**src/rtl/prga_pkg.sv**
```systemverilog
// Shared types for the RC4 pseudo-random generation / decrypt stage.
package arc4_pkg;

  typedef logic [7:0] byte_t;

  localparam int MSG_LEN_MAX = 255;
  localparam int S_SIZE      = 256;

  typedef enum logic [3:0] {
    IDLE, RD_LEN, LATCH_LEN, WR_LEN,
    NEXT_I, RD_I, LATCH_I, RD_J, LATCH_J,
    WR_I, WR_J, RD_PAD, LATCH_PAD, WR_PT
  } prga_state_t;

endpackage

```
**src/rtl/prga_if.sv**
```systemverilog
// Start handshake plus S / ciphertext / plaintext RAM ports of the PRGA stage.
interface prga_if;
  import arc4_pkg::*;

  logic  en;
  logic  rdy;
  byte_t s_addr;
  byte_t s_rddata;
  byte_t s_wrdata;
  logic  s_wren;
  byte_t ct_addr;
  byte_t ct_rddata;
  byte_t pt_addr;
  byte_t pt_wrdata;
  logic  pt_wren;

  modport master (
    input  en, s_rddata, ct_rddata,
    output rdy, s_addr, s_wrdata, s_wren, ct_addr, pt_addr, pt_wrdata, pt_wren
  );

  modport slave (
    output en, s_rddata, ct_rddata,
    input  rdy, s_addr, s_wrdata, s_wren, ct_addr, pt_addr, pt_wrdata, pt_wren
  );
endinterface

```
**src/rtl/prga.sv**
```systemverilog
// RC4 keystream generator and decryptor over a shared single-port S RAM.
// Optional PRGA_DROP_EN discards DROP_N keystream bytes before decryption.
module prga
  import arc4_pkg::*;
#(
  parameter int DROP_N = 256
) (
  input  logic    clk,
  input  logic    rst_n,
  prga_if.master  bus
);

  prga_state_t state, state_n;
  byte_t i, j, k, len, si, sj, pad, ctb;
  logic  rdy_q;
  logic  dropping;

`ifdef PRGA_DROP_EN
  logic [8:0] drop_cnt;
  assign dropping = (drop_cnt != 9'd0);
`else
  assign dropping = 1'b0;
  // DROP_N only matters when the drop loop is built in.
  if (DROP_N == 0) begin : g_drop_n_unused
  end
`endif

  assign bus.rdy = rdy_q;

  always_ff @(posedge clk or negedge rst_n) begin
    if (!rst_n) begin
      state <= IDLE;
      rdy_q <= 1'b1;
      i     <= '0;
      j     <= '0;
      k     <= '0;
      len   <= '0;
      si    <= '0;
      sj    <= '0;
      pad   <= '0;
      ctb   <= '0;
`ifdef PRGA_DROP_EN
      drop_cnt <= '0;
`endif
    end else begin
      state <= state_n;
      rdy_q <= (state_n == IDLE);
      case (state)
        IDLE: if (bus.en) begin
          i <= '0;
          j <= '0;
          k <= '0;
        end
        LATCH_LEN: len <= bus.ct_rddata;
`ifdef PRGA_DROP_EN
        WR_LEN: drop_cnt <= (bus.ct_rddata == 8'd0 && len == 8'd0) ? 9'd0 : 9'(DROP_N);
`endif
        NEXT_I: begin
          i <= i + 8'd1;
          if (!dropping) k <= k + 8'd1;
        end
        LATCH_I: begin
          si <= bus.s_rddata;
          j  <= j + bus.s_rddata;
        end
        LATCH_J: sj <= bus.s_rddata;
        LATCH_PAD: begin
          pad <= bus.s_rddata;
          ctb <= bus.ct_rddata;
        end
`ifdef PRGA_DROP_EN
        WR_PT: if (dropping) drop_cnt <= drop_cnt - 9'd1;
`endif
        default: ;
      endcase
    end
  end

  always_comb begin
    state_n       = state;
    bus.s_addr    = '0;
    bus.s_wrdata  = '0;
    bus.s_wren    = 1'b0;
    bus.ct_addr   = '0;
    bus.pt_addr   = '0;
    bus.pt_wrdata = '0;
    bus.pt_wren   = 1'b0;
    case (state)
      IDLE:      if (bus.en) state_n = RD_LEN;
      RD_LEN:    state_n = LATCH_LEN;
      LATCH_LEN: state_n = WR_LEN;
      WR_LEN: begin
        bus.pt_wrdata = len;
        bus.pt_wren   = 1'b1;
        state_n       = (len == 8'd0) ? IDLE : NEXT_I;
      end
      NEXT_I:  state_n = RD_I;
      RD_I: begin
        bus.s_addr = i;
        state_n    = LATCH_I;
      end
      LATCH_I: begin
        bus.s_addr = i;
        state_n    = RD_J;
      end
      RD_J: begin
        bus.s_addr = j;
        state_n    = LATCH_J;
      end
      LATCH_J: begin
        bus.s_addr = j;
        state_n    = WR_I;
      end
      WR_I: begin
        bus.s_addr   = i;
        bus.s_wrdata = sj;
        bus.s_wren   = 1'b1;
        state_n      = WR_J;
      end
      WR_J: begin
        bus.s_addr   = j;
        bus.s_wrdata = si;
        bus.s_wren   = 1'b1;
        state_n      = RD_PAD;
      end
      RD_PAD: begin
        bus.s_addr  = si + sj;
        bus.ct_addr = dropping ? 8'd0 : k;
        state_n     = LATCH_PAD;
      end
      LATCH_PAD: begin
        bus.s_addr  = si + sj;
        bus.ct_addr = dropping ? 8'd0 : k;
        state_n     = WR_PT;
      end
      WR_PT: begin
        // A drop iteration still spends this slot so every keystream byte costs 10 cycles.
        if (dropping) begin
          state_n = NEXT_I;
        end else begin
          bus.pt_addr   = k;
          bus.pt_wrdata = pad ^ ctb;
          bus.pt_wren   = 1'b1;
          state_n       = (k == len) ? IDLE : NEXT_I;
        end
      end
      default: state_n = IDLE;
    endcase
  end

endmodule

```
**src/flat_wrapper.sv**
```systemverilog
// flat-port wrapper written by rule: the top's interface ports become plain ports
module prga_flat import arc4_pkg::*;
#(
  parameter int DROP_N = 256
)
  (clk, rst_n, bus_en, bus_s_rddata, bus_ct_rddata, bus_rdy, bus_s_addr, bus_s_wrdata, bus_s_wren, bus_ct_addr, bus_pt_addr, bus_pt_wrdata, bus_pt_wren);
  prga_if bus_i ();
  input  logic clk;
  input  logic rst_n;
  input wire logic [$bits(bus_i.en)-1:0] bus_en;
  input wire logic [$bits(bus_i.s_rddata)-1:0] bus_s_rddata;
  input wire logic [$bits(bus_i.ct_rddata)-1:0] bus_ct_rddata;
  output wire logic [$bits(bus_i.rdy)-1:0] bus_rdy;
  output wire logic [$bits(bus_i.s_addr)-1:0] bus_s_addr;
  output wire logic [$bits(bus_i.s_wrdata)-1:0] bus_s_wrdata;
  output wire logic [$bits(bus_i.s_wren)-1:0] bus_s_wren;
  output wire logic [$bits(bus_i.ct_addr)-1:0] bus_ct_addr;
  output wire logic [$bits(bus_i.pt_addr)-1:0] bus_pt_addr;
  output wire logic [$bits(bus_i.pt_wrdata)-1:0] bus_pt_wrdata;
  output wire logic [$bits(bus_i.pt_wren)-1:0] bus_pt_wren;
  assign bus_i.en = bus_en;
  assign bus_i.s_rddata = bus_s_rddata;
  assign bus_i.ct_rddata = bus_ct_rddata;
  assign bus_rdy = bus_i.rdy;
  assign bus_s_addr = bus_i.s_addr;
  assign bus_s_wrdata = bus_i.s_wrdata;
  assign bus_s_wren = bus_i.s_wren;
  assign bus_ct_addr = bus_i.ct_addr;
  assign bus_pt_addr = bus_i.pt_addr;
  assign bus_pt_wrdata = bus_i.pt_wrdata;
  assign bus_pt_wren = bus_i.pt_wren;
  prga #(.DROP_N(DROP_N)) u_core (.clk(clk), .rst_n(rst_n), .bus(bus_i));
endmodule
```
**config.mk**
```make
export PLATFORM = sky130hd
export DESIGN_NAME = prga_flat
export DESIGN_NICKNAME = d
export VERILOG_FILES = /design/src/rtl/prga_pkg.sv /design/src/rtl/prga_if.sv /design/src/rtl/prga.sv /design/src/flat_wrapper.sv
export SDC_FILE = /design/constraint.sdc
export NUM_CORES = 1
export LEC_CHECK = 0
export BUFFER_PORTS_ARGS = -buffer_cell sky130_fd_sc_hd__buf_2
export CORE_MARGIN = 2
export CORE_UTILIZATION = 62
export DETAILED_ROUTE_END_ITERATION = 12
export PLACE_DENSITY = 0.88
export SKIP_LAST_GASP = 1
export SLEW_MARGIN = 30
export SYNTH_ARGS = -nofsm -noshare
export SYNTH_HDL_FRONTEND = slang
export SYNTH_SLANG_ARGS = --single-unit
```
**constraint.sdc**
```tcl
create_clock -name clk -period 2.9 [get_ports clk]
set_input_delay 0.29 -clock clk [delete_from_list [all_inputs] [get_ports clk]]
set_output_delay 0.29 -clock clk [all_outputs]
set_load 0.005 [all_outputs]
```
# Yosys cells after proc, flatten, opt, wreduce, memory -nomap -nowiden
# Index checks and enable logic that the tools add are counted.
# op_classes
n_eq_ne	15
add_sub_neg	4
bitwise_logic	1
div	0
magnitude_cmp	0
n_mux	15
reduce_logical	12
multipliers	0
shift	0
# ops
cell	count
case mux 8 bit (2 select lines)	5
case mux 4 bit (14 select lines)	1
== test 4 bit, second input constant	6
2-to-1 mux 8 bit	3
case mux 8 bit (3 select lines)	1
adder 8 x 1 -> 8 bit, second input constant	2
adder 8 bit	2
== test 4 x 3 -> 1 bit, second input constant	4
== test 4 x 2 -> 1 bit, second input constant	2
== test 8 bit	1
logical NOT 4 bit	2
logical NOT 8 bit	1
XOR 8 bit	1
2-to-1 mux 3 bit	2
OR reduction 2 bit	3
OR reduction 3 bit	2
== test 4 x 1 -> 1 bit, second input constant	1
2-to-1 mux 4 bit	1
AND reduction 2 bit	2
nonzero test 2 bit	2
2-to-1 mux 1 bit	2
inequality test 2 bit, second input constant	1
# totals
regBits	69
elab_cells	57
memories	0
ramBits	0
rom_bits	0
inputBits	19
latch_bits	0

# Depth between registers and ports, before layout
# Gate-level depths: netlist of run 1.
# logic_depth
depth_word	4
ltp_mapped	8

# Least setup slack after synthesis of run 1
# Ideal clock, no wire load.
# synth_path
path_type	reg-to-output
from	register u_core.sj[0]
to	output bus_s_addr[6]
path_buffers	0
stages_incl_launch_ff	8
slack_ps	885
t_arrival_ps	1725
cell_sequence	dfrtp_1 ha_1 fa_1 a211oi_1 o21bai_1 a21oi_1 xor2_1 o21ai_0
# synth_between
elab_chain_cells	2
# synth_lines
element	line_no	rtl
start, declared	prga.sv:14	byte_t i, j, k, len, si, sj, pad, ctb;
start signal, assigned	prga.sv:66	LATCH_J: sj <= bus.s_rddata;
adder 8 bit	prga.sv:127, prga.sv:132	
case mux 8 bit (3 select lines)	prga.sv:88	case (state)
end, declared	flat_wrapper.sv:14	output wire logic [$bits(bus_i.s_addr)-1:0] bus_s_addr;
# No other way between the ends.

# Final worst setup path of run 1
# layout_path
from	register u_core.state[2]
to	output bus_s_addr[1]
# layout_between
elab_chain_cells	3
word_cells_on_any_way	12
classes_between	8 x eq/ne; 1 x mux; 3 x reduce/logical
# layout_lines
element	line_no	rtl
start, declared	prga.sv:13	prga_state_t state, state_n;
start signal, assigned	prga.sv:46	state <= state_n;
== test 4 x 3 -> 1 bit or == test 4 bit (tied branches)	prga.sv:88	
OR reduction 3 bit (no line) or OR reduction 2 bit (tied branches)	n/a	
case mux 8 bit (3 select lines) *	prga.sv:88	
# Mark *: on every way between the ends. The rest lies on a longest branch, timed or not.

==> qor_table.md, run 1 <==
| Stage | Metric | Reported |
| --- | --- | --- |
| pwr | Part of the power in combinational logic | 45.3% |
| sta | Total Negative Setup Slacks | 0 ns |
| grt | Global-route total usage across every layer | 29.7% |
| die | Row count | 29 |
| run status | Outcome | completed |
| final layout | Post-route cell area | 0.00468 mm^2 |
| worst setup path | Critical path endpoint | bus_s_addr[1] |
| die | Die Ht | 85.2 um |
| sta | PnR worst setup slack | 0.214 ns |
| die | Core region area | 0.00635 mm^2 |
| final layout | Fill count | 417 |
| grt | Wire length of the first global-routing pass | 16,800 um |
| final layout | Count of placed standard cells in the final layout, fillers left out | 564 |
| route | Detailed-route wire length | 10,100 um |
| die | Num ports | 62 |
| final layout | Register cell area after layout | 0.00173 mm^2 |
| grt | Remaining global-route overflow | 0 |
| cts | Clock sinks | 69 |
| sta | Slew at the pin closest to its max-slew limit | 0.678 ns |
| pwr | Max IR drop VDD | 0.665 mV |
| sta | Final worst-path cycle share | 92.6% |
| placement | # placed instances | 546 |
| logic synthesis | Avg Synthesized Cell Area | 9.73 um^2 |
| sta | Final setup vio count | 0 |
| grt | Number of antenna violations at the first check in global routing | 0 |
| route | Overall via count from detail_route | 3,538 |
| cts | Number of buffers added by the clock tree synthesis step | 9 |
| logic synthesis | Number of enable flip-flop cells after synthesis | 0 |
| placement | Instance area after placement | 0.00444 mm^2 |
| sta | Setup clock skew after layout | 0.0174 ns |
| route | Drc violations | 0 |
| cts | CTS tree | done |
| sta | Number of max-slew violations in the final report | 0 |
| cts | Htree depth | 3 |
| job | Max-cap check violation count | 0 |
| cts | Max Root-Sink Buffers | 2 |
| final layout | Synth-to-layout area growth | 14.4% |
| pwr | Power density over cell area | 1040 mW/mm^2 |
| worst setup path | Biggest fanout along the worst timing path | 15 |
| placement | Final weighted congestion of routability-driven global placement | 0.975 |
| final layout | Share of cells above drive strength 1 | 26.5% |
| placement | Placed wire-length estimate | 7150 um |
| worst setup path | Startpoint of the worst setup timing path | u_core.state[2] |
| logic synthesis | Post-synthesis async set-or-reset flop share | 100% |
| logic synthesis | Primary flip-flop cell chosen by synthesis mapping | dfrtp_1 |
| placement | Pre-CTS setup slack | 0.637 ns |
| worst setup path | Register-to-Register Path Depth | 6 |
| hold path | Count of cells along the worst hold path | 2 |
| worst setup path | Worst EP arrival | 2.40 ns |
| worst setup path | Endpoint kind of the worst setup timing path | output pin |
| grt | Via count of the first global-routing pass | 3,346 |
| sta | Max-Slew Margin vs Limit | 54.6% |
| worst setup path | Critical R2R Capture | u_core.j[7] |
| route | Wirelength per Cell | 17.8 um |
| pwr | Clock power share | 16.6% |
| route | DRC violation total after the first TritonRoute iteration | 369 |
| die | Initial core utilization | 64.4% |
| worst setup path | Type of element launching the critical path | flip-flop |
| worst setup path | Required time at the worst-slack endpoint | 2.61 ns |
| sta | Timing-limited maximum frequency | 0.372 GHz |
| logic synthesis | Cell area after synthesis | 0.00409 mm^2 |
| logic synthesis | Post-synthesis sequential element count | 69 |
| sta | RSZ-0062 raised after global routing | no |
| final layout | Diode count | 0 |
| cts | Clock Pin Slew Worst Setup and Hold Paths | 0.09 ns |
| pwr | Static leakage power | 0.00226 uW |
| logic synthesis | Synthesized Nets | 457 |
| logic synthesis | Number of instances in the synthesized netlist | 420 |
| pwr | Cell internal power dissipation | 2810 uW |
| final layout | Final nets | 519 |
| grt | Largest net degree at the start of global routing | 70 |
| pwr | Sw frac | 42.5% |
| pwr | Net Switching | 2080 uW |
| hold path | Hold crit path type | in2reg |
| worst setup path | Type of the setup path with the least slack | reg2out |
| placement | I/O Buffers | 61 |
| sta | Final critical delay including setup and external delays | 2.69 ns |
| pwr | Relative contribution of sequential cells to total power | 38.1% |
| logic synthesis | Register area share after synthesis | 42.3% |
| logic synthesis | Yosys warnings | 0 |
| logic synthesis | Post-synthesis cell type count | 55 |
| route | Initial DRT Pass Iterations | 6 |
| final layout | Share of the core filled with cells | 73.7% |
| final layout | Footprint of the multi-input gates | 0.00225 mm^2 |
| route | Routed via count divided by cell count | 6.27 |
| die | Total die area | 0.00726 mm^2 |
| cts | Clock latency at the later pin of the worst-skew pair | 0.35 ns |
| cts | Clock root buffer | clkbuf_8 |
| worst setup path | FF-to-FF setup slack | 0.86 ns |
| worst setup path | Reg-to-reg critical path startpoint | u_core.j[1] |
| sta | Final number of hold-violating endpoints | 0 |
| die | Die X-Extent | 85.2 um |
| route | Post-DRT Antenna Nets | 0 |
-- per-stage QoR --
stage,power (uW),hold WS (ns)
after floorplan,3420,-0.00559
after global placement,3890,0.489
after detailed placement,4010,0.498
final,4890,0.173
after CTS,4850,0.165
after global routing,5230,0.172
-- metal layers --
| layer | part of all wire [%] | vias to the layer above | wire length, um | GRT usage (%) |
|---|---|---|---|---|
| met4 | 3.4 | 0 | 338 | 14.0 |
| met5 | 0 | - | 0 | 0 |
| li1 | - | 1646 | - | - |
| met2 | 48 | 183 | 4880 | 45.5 |
| met3 | 7.8 | 28 | 782 | 4.77 |
| met1 | 40 | 1681 | 4060 | 41.6 |
-- logic make-up after synthesis --
logic type               count (synthesis)  synth area share, %
AND/OR/NAND/NOR                        147                 18.3
flip-flops                              69                 42.3
XOR/XNOR                                28                 6.00
buffers and inverters                   23                 2.79
adder cells (fa/ha/maj)                 18                 5.88
multiplexers                            36                 9.89
AO/OA/AOI/OAI                           99                 14.9
-- power groups by stage --
stage	Combinational (uW)	Sequential, uW	Clock (uW)
after floorplan	1780	1650	0
after global placement	2060	1830	0
after detailed placement	2150	1850	0
after CTS	2180	1850	820
after global routing	2450	1920	858
final	2210	1860	812
-- repair_timing --
item,CTS,global route
hold endpoints to repair,0,23
hold buffers,0,1
resized for setup,0,0
buffers inserted,0,0
setup endpoints to repair,0,0
-- how the worst min path moves through the flow --
stage                                 from            end  slack, ns
after global routing      bus_ct_rddata[5]  u_core.ctb[5]       0.17
after CTS                            rst_n    u_core.i[4]       0.16
after global placement        u_core.si[0]   u_core.si[0]       0.49
final                     bus_ct_rddata[0]  u_core.len[0]       0.17
after floorplan                      rst_n  u_core.ctb[0]     -0.006
after detailed placement      u_core.si[3]   u_core.si[3]       0.50
-- synth_stat cells (4+ instances only) --
master	number	area, um^2
ha_1	16	200
mux2_2	32	360
nor2_1	15	56.3
nor4_1	4	25.0
a21oi_1	11	55.1
and2_1	11	68.8
nand2_1	59	221
o21ai_0	46	230
a21o_1	5	37.5
dfrtp_1	68	1700
a22oi_1	15	113
clkbuf_1	11	41.3
inv_1	4	15.0
and3_1	10	62.6
a211oi_1	4	30.0
xnor2_1	19	166
nand3_1	17	85.1
xor2_1	9	78.8
buf_2	4	20.0
nand4_1	7	43.8
-- final cells by class --
type | count | area share (%)
inverter | 4 | 0.321
multi-input combinational | 328 | 48.0
tap | 77 | 2.06
timing repair buffer | 70 | 8.29
clock inverter | 7 | 1.74
clock buffer | 9 | 2.65
sequential | 69 | 36.9
-- worst max-delay path, cell delays in order (launching register included) --
cell and delay [ns]:
dfrtp_1 0.63, nand2b_1 0.20, buf_4 0.20, a21o_1 0.14
nand2_1 0.19, a222oi_1 0.48, inv_1 0.07, buf_2 0.13
-- state kept, by name (all words and copies together) (netlist names) --
name            cells
u_core.i            8
u_core.len          8
u_core.k            8
u_core.sj           8
u_core.ctb          8
u_core.pad          8
u_core.j            8
u_core.bus.rdy      1
u_core.state        4
u_core.si           8
-- placed cells by master (no fill, tap or decap), types with 2 or more instances in the layout --
cell and n:
a211oi_1 4, a21o_1 5, a21oi_1 11, a222oi_1 2
a22oi_1 15, a31oi_1 3, and2_1 11, and3_1 10
buf_2 61, buf_4 7, clkbuf_8 9, clkinv_4 3
dfrtp_1 68, fa_1 2, ha_1 16, inv_1 4
inv_6 2, mux2_2 32, mux2i_1 3, nand2_1 59
nand2b_1 3, nand3_1 17, nand4_1 7, nor2_1 15
nor2_2 2, nor3_1 3, nor4_1 4, o21a_1 2
o21ai_0 46, o21bai_1 2, or2_2 3, or4_1 2
xnor2_1 19, xor2_1 9
No activity file was read; power rests on OpenSTA's default activity.
==> run 2, diff against run 1 <==
--- a/config.mk
+++ b/config.mk
@@ -5,6 +5,7 @@
 export SDC_FILE = /design/constraint.sdc
 export NUM_CORES = 1
 export LEC_CHECK = 0
+export ABC_AREA = 1
 export BUFFER_PORTS_ARGS = -buffer_cell sky130_fd_sc_hd__buf_2
 export CORE_MARGIN = 2
 export CORE_UTILIZATION = 62
==> constraint.sdc (replaced) <==
create_clock -name clk -period 3.25 [get_ports clk]
set_input_delay 0.325 -clock clk [delete_from_list [all_inputs] [get_ports clk]]
set_output_delay 0.325 -clock clk [all_outputs]
set_load 0.005 [all_outputs]
==> run 2 against run 1 <==
- sequential power shrank 14%
- count of clock-buffer cells in the layout increased by 1
- global-route usage rose by 0.98 points
- wire length up 6.0%
- flip-flop and latch count is the same
- sequential share of layout area shrank 0.28 points
- core utilization down 0.27 points
- setup slack improved by 0.50 ns
- die area increased by 1.9%
- final cell count increased by 27%
- via count is 13% higher
- critical path type unchanged
- highest routed layer unchanged
==> qor_table.md, run 2 <==
| Stage | Metric | Reported | vs previous |
| --- | --- | --- | --- |
| run status | Outcome | completed |  |
| grt | Busiest layer in global routing | met2 |  |
| route | Drc violations | 0 | unchanged |
| cts | Htree depth | 3 | unchanged |
| die | Die X-Extent | 86.0 um | +0.93% |
| final layout | Diode count | 0 | unchanged |
| pwr | Static leakage power | 0.00259 uW | +15% |
| placement | Placed wire-length estimate | 8000 um | +12% |
| cts | Max Root-Sink Buffers | 2 | unchanged |
| sta | Max-Slew Margin vs Limit | 52.0% | -2.6 points |
| logic synthesis | Dominant cell type by area after synthesis | dfrtp_1 |  |
| worst setup path | Endpoint kind of the worst setup timing path | output pin |  |
| cts | Clock root buffer | clkbuf_8 |  |
| grt | Global-route total usage across every layer | 30.7% | +0.98 points |
| final layout | Synth-to-layout area growth | 13.1% |  |
| placement | I/O Buffers | 61 | unchanged |
| logic synthesis | Most instantiated cells after synthesis | nand2_1, inv_1, dfrtp_1 |  |
| logic synthesis | Post-synthesis cell type count | 34 | -38% |
| hold path | Hold crit path type | in2reg |  |
| grt | Met2 layer usage reported by global route | 48.6% | +3.0 points |
| final layout | Most frequent cells in the layout | nand2_1, inv_1, dfrtp_1 |  |
| pwr | Power density over cell area | 901 mW/mm^2 | -14% |
| worst setup path | Max incr delay on CP | 0.45 ns | -0.18 ns |
| sta | Final setup vio count | 0 | unchanged |
| cts | Number of buffers added by the clock tree synthesis step | 9 | unchanged |
| logic synthesis | Post-synthesis async set-or-reset flop share | 100% | unchanged |
| route | Overall via count from detail_route | 4,012 | +13% |
| logic synthesis | Register area share after synthesis | 41.5% | -0.81 points |
| worst setup path | Required time at the worst-slack endpoint | 2.92 ns | +0.31 ns |
| placement | Instance area after placement | 0.00453 mm^2 | +1.9% |
| worst setup path | Cell family with the largest share of critical-path delay | simple AND/OR/NAND/NOR gates |  |
| sta | RSZ-0062 raised after global routing | no |  |
| logic synthesis | Number of instances in the synthesized netlist | 570 | +36% |
| final layout | Post-route cell area | 0.00471 mm^2 | +0.78% |
| final layout | Final nets | 671 | +29% |
| die | Num ports | 62 | unchanged |
| route | Routed via count divided by cell count | 5.60 | -11% |
| cts | Clock sinks | 69 | unchanged |
| sta | Final critical delay including setup and external delays | 2.54 ns |  |
| logic synthesis | Cell area after synthesis | 0.00417 mm^2 | +2.0% |
| logic synthesis | Largest cells by area after synthesis | dfrtp_1, nand2_1, inv_1, o21ai_0, ha_1 |  |
| grt | Wire length of the first global-routing pass | 18,100 um | +7.5% |
| final layout | Most frequent standard cell in the layout excluding fill and tap cells | nand2_1 |  |
| job | Max-cap check violation count | 0 | unchanged |
| route | Post-DRT Antenna Nets | 0 | unchanged |
| pwr | Max IR drop VDD | 0.563 mV | -15% |
| die | Initial core utilization | 64.9% | +0.52 points |
| worst setup path | WP buf/inv | 2 | -1 |
| die | Core region area | 0.00642 mm^2 | +1.1% |
| grt | Remaining global-route overflow | 0 | unchanged |
| worst setup path | Ordered list of cells on the worst path | nor2_2, nand2_2, nand2_4, inv_4, a21oi_1, o21ai_0, nand3_1, buf_2 |  |
| die | Die Ht | 86.0 um | +0.93% |
| logic synthesis | Avg Synthesized Cell Area | 7.31 um^2 | -25% |
| logic synthesis | Post-synthesis sequential element count | 69 | unchanged |
| logic synthesis | Post-synth top area share | 40.8% | -0.80 points |
| placement | Final weighted congestion of routability-driven global placement | 0.963 | -1.2% |
| worst setup path | Type of the setup path with the least slack | reg2out |  |
| sta | Setup clock skew after layout | 0.0105 ns | -0.00695 ns |
| grt | Number of antenna violations at the first check in global routing | 0 | unchanged |
| logic synthesis | Most frequent cell after synthesis | nand2_1 |  |
| worst setup path | Worst EP arrival | 2.21 ns | -0.19 ns |
| worst setup path | Biggest fanout along the worst timing path | 33 | +18 |
| worst setup path | Cell at the slowest stage of the critical path | dfrtp_1 |  |
| sta | Final number of hold-violating endpoints | 0 | unchanged |
| cts | Clock latency at the later pin of the worst-skew pair | 0.35 ns | about the same |
| final layout | Share of cells above drive strength 1 | 15.5% | -11 points |
| grt | Largest net degree at the start of global routing | 49 | -30% |
| grt | Met3 demand-to-capacity share in global routing | 6.54% | +1.8 points |
| logic synthesis | Number of enable flip-flop cells after synthesis | 0 | unchanged |
| die | Total die area | 0.00739 mm^2 | +1.9% |
| sta | Timing-limited maximum frequency | 0.394 GHz |  |
| logic synthesis | Primary flip-flop cell chosen by synthesis mapping | dfrtp_1 |  |
| cts | CTS tree | done |  |
| cts | Clock Pin Slew Worst Setup and Hold Paths | 0.09 ns | about the same |
| logic synthesis | Synthesized Nets | 607 | +33% |
| die | Row count | 29 | unchanged |
| worst setup path | Type of element launching the critical path | flip-flop |  |
| sta | Final worst-path cycle share | 78.1% |  |
| sta | Total Negative Setup Slacks | 0 ns | unchanged |
| pwr | Power Total | 4250 uW | -13% |
| sta | Final-layout worst hold slack | 0.231 ns | +0.0583 ns |
| logic synthesis | Yosys warnings | 0 | unchanged |
| grt | Via count of the first global-routing pass | 3,929 | +17% |
| route | Initial DRT Pass Iterations | 5 | -1 |
| route | DRC violation total after the first TritonRoute iteration | 403 | +9.2% |
| final layout | Share of the core filled with cells | 73.4% | -0.27 points |
| route | Wirelength per Cell | 14.9 um | -17% |
| sta | Number of max-slew violations in the final report | 0 | unchanged |
| route | Detailed-route wire length | 10,700 um | +6.0% |
| grt | GRT met1 Usage | 41.6% | about the same |
| sta | Slew at the pin closest to its max-slew limit | 0.718 ns | +0.0400 ns |
run 2: cell types whose count changed after synthesis, moves of 9 or more:
cell     before  now
nand3_1      17   39
mux2_2       32    0
and3_1       10    0
o21ai_1       0   12
xnor2_1      19    6
inv_1         4   80
a22oi_1      15    0
and2_1       11    0
nand2_1      59  164
xor2_1        9    0
nor2_1       15   52
run 2: final timing paths:
kind | start | to | slack [ns] | depth (start not counted)
worst min register to register | u_core.len[0] | u_core.len[0] | 0.52 | 2
worst max register to register | u_core.state[3] | u_core.bus.rdy | 1.42 | 9
min in group asynchronous | rst_n | u_core.k[4] | 0.47 | 2
worst min-delay path | bus_ct_rddata[0] | u_core.len[0] | 0.23 | 3
max in group asynchronous | rst_n | u_core.si[5] | 1.78 | 3
worst max-delay path | u_core.state[0] | bus_s_addr[4] | 0.71 | 8
run 2: power breakdown:
part,internal [uW],total (uW),switching [uW]
Combinational,731,2000,1270
Clock,284,646,362
Sequential,1230,1600,373
Total,2240,4250,2010
run 2: layout make-up:
cell class / instances / area, um^2
Multi-Input combinational cell: 403 / 2060
Sequential cell: 69 / 1730
Fill cell: 503 / 1710
Inverter: 88 / 333
Timing Repair Buffer: 63 / 323
Clock buffer: 10 / 128
Tap cell: 77 / 96.3
Clock inverter: 6 / 47.5
run 2: cell families (layout without fill, tap and decap cells):
kind of cell | count (synthesis) | after routing | synth area share (%)
compound gates | 97 | 97 | 13.8
xor+xnor | 6 | 6 | 1.26
fa+ha+maj | 18 | 18 | 5.76
buf+inv | 98 | 167 | 9.13
flops | 69 | 69 | 41.5
simple gates | 282 | 282 | 28.5
run 2: worst register-to-register path: cells and delay by family, from the launching register on:
| kind | cells | cell delay (ns) |
|---|---|---|
| simple gates | 7 | 1.10 |
| flops | 1 | 0.45 |
| buf+inv | 2 | 0.22 |
run 2: per-layer routing:
layer  vias up  routed length (um)
met1      1844                4630
met4         0                 214
met5         -                   0
met2       179                4980
li1       1969                   -
met3        20                 838
run 2: timing repair:
action,4_1_cts,5_1_grt
gates resized for setup,0,0
endpoints found under the hold margin,20,0
buffers inserted,0,0
hold buffers,1,0
run 2: per-stage QoR:
step	instances	setup WS, ns
floorplan	570	1.46
global placement	699	1.13
detailed placement	699	1.10
CTS	716	0.711
global route	716	0.504
finish	716	0.713
==> run 3, diff against run 2 <==
--- a/config.mk
+++ b/config.mk
@@ -8,9 +8,9 @@
 export ABC_AREA = 1
 export BUFFER_PORTS_ARGS = -buffer_cell sky130_fd_sc_hd__buf_2
 export CORE_MARGIN = 2
-export CORE_UTILIZATION = 62
+export CORE_UTILIZATION = 58
 export DETAILED_ROUTE_END_ITERATION = 12
-export PLACE_DENSITY = 0.88
+export PLACE_DENSITY = 0.83
 export SKIP_LAST_GASP = 1
 export SLEW_MARGIN = 30
 export SYNTH_ARGS = -nofsm -noshare
==> constraint.sdc (replaced) <==
create_clock -name clk -period 2.6 [get_ports clk]
set_input_delay 0.26 -clock clk [delete_from_list [all_inputs] [get_ports clk]]
set_output_delay 0.26 -clock clk [all_outputs]
set_load 0.005 [all_outputs]
==> run 3 against run 2 <==
- global-route usage down 1.3 points
- core utilization down 3.8 points
- final cell count up 2.5%
- sequential share of layout area down 0.49 points
- power up 29%
- worst hold slack worse by 0.23 ns
- combinational power up 25%
- setup slack worse by 0.48 ns
- critical path depth up 1
- flip-flop and latch count unchanged
- design area up 1.4%
- critical path type unchanged
- critical endpoint unchanged
- largest power group unchanged
==> qor_table.md, run 3 (synthesized netlist as in run 2, its figures left out) <==
| Stage | Metric | Reported | vs previous |
| --- | --- | --- | --- |
| sta | Max-Slew Margin vs Limit | 53.1% | +1.1 points |
| grt | Via count of the first global-routing pass | 3,820 | -2.8% |
| cts | Clock Pin Slew Worst Setup and Hold Paths | 0.07 ns | -0.02 ns |
| placement | # placed instances | 719 | +2.9% |
| final layout | Count of placed standard cells in the final layout, fillers left out | 734 | +2.5% |
| sta | Number of max-slew violations in the final report | 0 | unchanged |
| pwr | Max IR drop VDD | 0.548 mV | -2.6% |
| die | Num ports | 62 | unchanged |
| sta | Total Negative Setup Slacks | 0 ns | unchanged |
| grt | Met2 layer usage reported by global route | 45.7% | -2.8 points |
| grt | Remaining global-route overflow | 0 | unchanged |
| placement | I/O Buffers | 61 | unchanged |
| route | Routed via count divided by cell count | 5.50 | -1.8% |
| final layout | Share of cells above drive strength 1 | 15.5% | +0.024 points |
| cts | Max Root-Sink Buffers | 2 | unchanged |
| hold path | Hold crit path type | in2async |  |
| route | Post-DRT Antenna Nets | 0 | unchanged |
| placement | Final weighted congestion of routability-driven global placement | 0.897 | -6.9% |
| worst setup path | Max incr delay on CP | 0.46 ns | about the same |
| die | Die Ht | 88.8 um | +3.2% |
| worst setup path | Ordered list of cells on the worst path | inv_2, nor2_2, nand2_1, nand2_4, inv_4, a21oi_1, o21ai_0, nand3_1, buf_2 |  |
| grt | Met3 demand-to-capacity share in global routing | 5.41% | -1.1 points |
| die | Initial core utilization | 60.7% | -4.2 points |
| sta | Final setup vio count | 0 | unchanged |
| route | Overall via count from detail_route | 4,038 | +0.65% |
| pwr | Power density over cell area | 1150 mW/mm^2 | +28% |
| cts | Hold buffer count at CTS | 0 | -1 |
| route | Drc violations | 0 | unchanged |
| final layout | Final nets | 671 | unchanged |
| grt | GRT met1 Usage | 40.6% | -0.92 points |
| cts | Number of buffers added by the clock tree synthesis step | 9 | unchanged |
| worst setup path | Biggest fanout along the worst timing path | 12 | -64% |
| route | Initial DRT Pass Iterations | 5 | unchanged |
| die | Core region area | 0.00687 mm^2 | +7.0% |
| final layout | Share of the core filled with cells | 69.6% | -3.8 points |
| final layout | Most frequent cells in the layout | nand2_1, inv_1, dfrtp_1 |  |
| worst setup path | Worst EP arrival | 2.11 ns | -0.10 ns |
| worst setup path | Type of the setup path with the least slack | reg2out |  |
| worst setup path | Cell family with the largest share of critical-path delay | simple AND/OR/NAND/NOR gates |  |
| cts | Htree depth | 3 | unchanged |
| placement | Placed wire-length estimate | 7970 um | -0.49% |
| sta | Final number of hold-violating endpoints | 0 | unchanged |
| cts | Post-CTS repair timing setup buffer count | 0 | unchanged |
| grt | Wire length of the first global-routing pass | 17,900 um | -1.3% |
| die | Die X-Extent | 88.8 um | +3.2% |
| pwr | Static leakage power | 0.00261 uW | +0.75% |
| sta | Setup clock skew after layout | 0.00662 ns | -0.00383 ns |
| sta | RSZ-0062 raised after global routing | no |  |
| final layout | Most frequent standard cell in the layout excluding fill and tap cells | nand2_1 |  |
| final layout | Synth-to-layout area growth | 14.7% |  |
| final layout | Diode count | 0 | unchanged |
| cts | Clock latency at the later pin of the worst-skew pair | 0.35 ns | about the same |
| grt | Busiest layer in global routing | met2 |  |
| route | Wirelength per Cell | 14.8 um | -0.94% |
| sta | Final worst-path cycle share | 91.1% |  |
| sta | Slew at the pin closest to its max-slew limit | 0.701 ns | -0.0168 ns |
| cts | Clock sinks | 69 | unchanged |
| grt | Global-route total usage across every layer | 29.4% | -1.3 points |
| final layout | Register cell area after layout | 0.00173 mm^2 | unchanged |
| cts | Count of instances resized after the clock tree is built | 0 | unchanged |
| cts | CTS tree | done |  |
| worst setup path | Cell at the slowest stage of the critical path | dfrtp_1 |  |
| die | Total die area | 0.00788 mm^2 | +6.6% |
| grt | Largest net degree at the start of global routing | 70 | +43% |
| worst setup path | Startpoint of the worst setup timing path | u_core.state[3] |  |
| final layout | Footprint of the multi-input gates | 0.00206 mm^2 | unchanged |
| grt | Number of antenna violations at the first check in global routing | 0 | unchanged |
| worst setup path | Type of element launching the critical path | flip-flop |  |
| sta | Timing-limited maximum frequency | 0.422 GHz |  |
| sta | Final critical delay including setup and external delays | 2.37 ns |  |
| route | DRC violation total after the first TritonRoute iteration | 276 | -32% |
| die | Row count | 30 | +3.4% |
| worst setup path | Endpoint kind of the worst setup timing path | output pin |  |
| route | Detailed-route wire length | 10,800 um | +1.5% |
| worst setup path | Required time at the worst-slack endpoint | 2.34 ns | -0.58 ns |
| cts | Clock root buffer | clkbuf_8 |  |
| final layout | Fill count | 570 | +13% |
| worst setup path | Reg-to-reg critical path startpoint | u_core.state[0] |  |
| run status | Outcome | completed |  |
| worst setup path | WP buf/inv | 3 | +1 |
| job | Max-cap check violation count | 0 | unchanged |
## run 3: cell types whose count changed in the layout (fill, tap and decap cells not counted), sizes merged
cell	before	now
inv	90	88
dlygate4sd3	1	0
buf	62	63
clkbuf	10	11
bufinv	0	2
clkinv	3	1
## run 3: metal layers
layer  wire length, um  share of wire [%]  up-vias
li1                  -                  -     1977
met1              4740                 44     1871
met2              5050                 47      165
met3               751                6.9       25
met4               288                2.7        0
met5                 0                  0        -
## run 3: final timing paths
kind | slack (ns) | end | cells after the start
setup / recovery | 0.23 | bus_s_addr[4] | 9
hold / removal | 0.001 | u_core.ctb[3] | 2
setup reg to reg | 0.73 | u_core.j[4] | 6
hold reg to reg | 0.52 | u_core.ctb[6] | 2
max in group asynchronous | 2.16 | u_core.i[3] | 2
min in group clk | 0.17 | u_core.len[1] | 3
## run 3: worst register-to-register path, cell delays in order, from the launching register on
cell and delay [ns]:
dfrtp_1 0.46, nor2_4 0.30, nand2_2 0.32, nand2_1 0.33
inv_1 0.16, nand2_1 0.10, o21ai_1 0.08
## run 3: final cells by class
class | count | share of cell area, %
multi-input combinational | 403 | 43.1
clock buffer | 11 | 2.96
clock inverter | 4 | 1.52
sequential | 69 | 36.2
tap | 96 | 2.51
timing repair buffer | 63 | 6.78
inverter | 88 | 6.97
## run 3: where the power goes
group,internal [uW],switching (uW),total (uW),leakage (uW)
clock network,560,420,981,0.000105
logic,918,1590,2500,0.00165
registers,1530,473,2010,0.000858
total,3010,2480,5490,0.00261
## run 3: stage by stage
step                hold slack [ns]  total power [uW]  instance area, um^2  setup WS [ns]
global route                 0.0618              5960                 4780         0.0915
global placement              0.493              4310                 4560          0.709
floorplan                   -0.0356              3720                 4170          0.877
finish                      0.00133              5490                 4780          0.231
detailed placement            0.498              4460                 4560          0.651
CTS                           0.149              5440                 4770          0.292
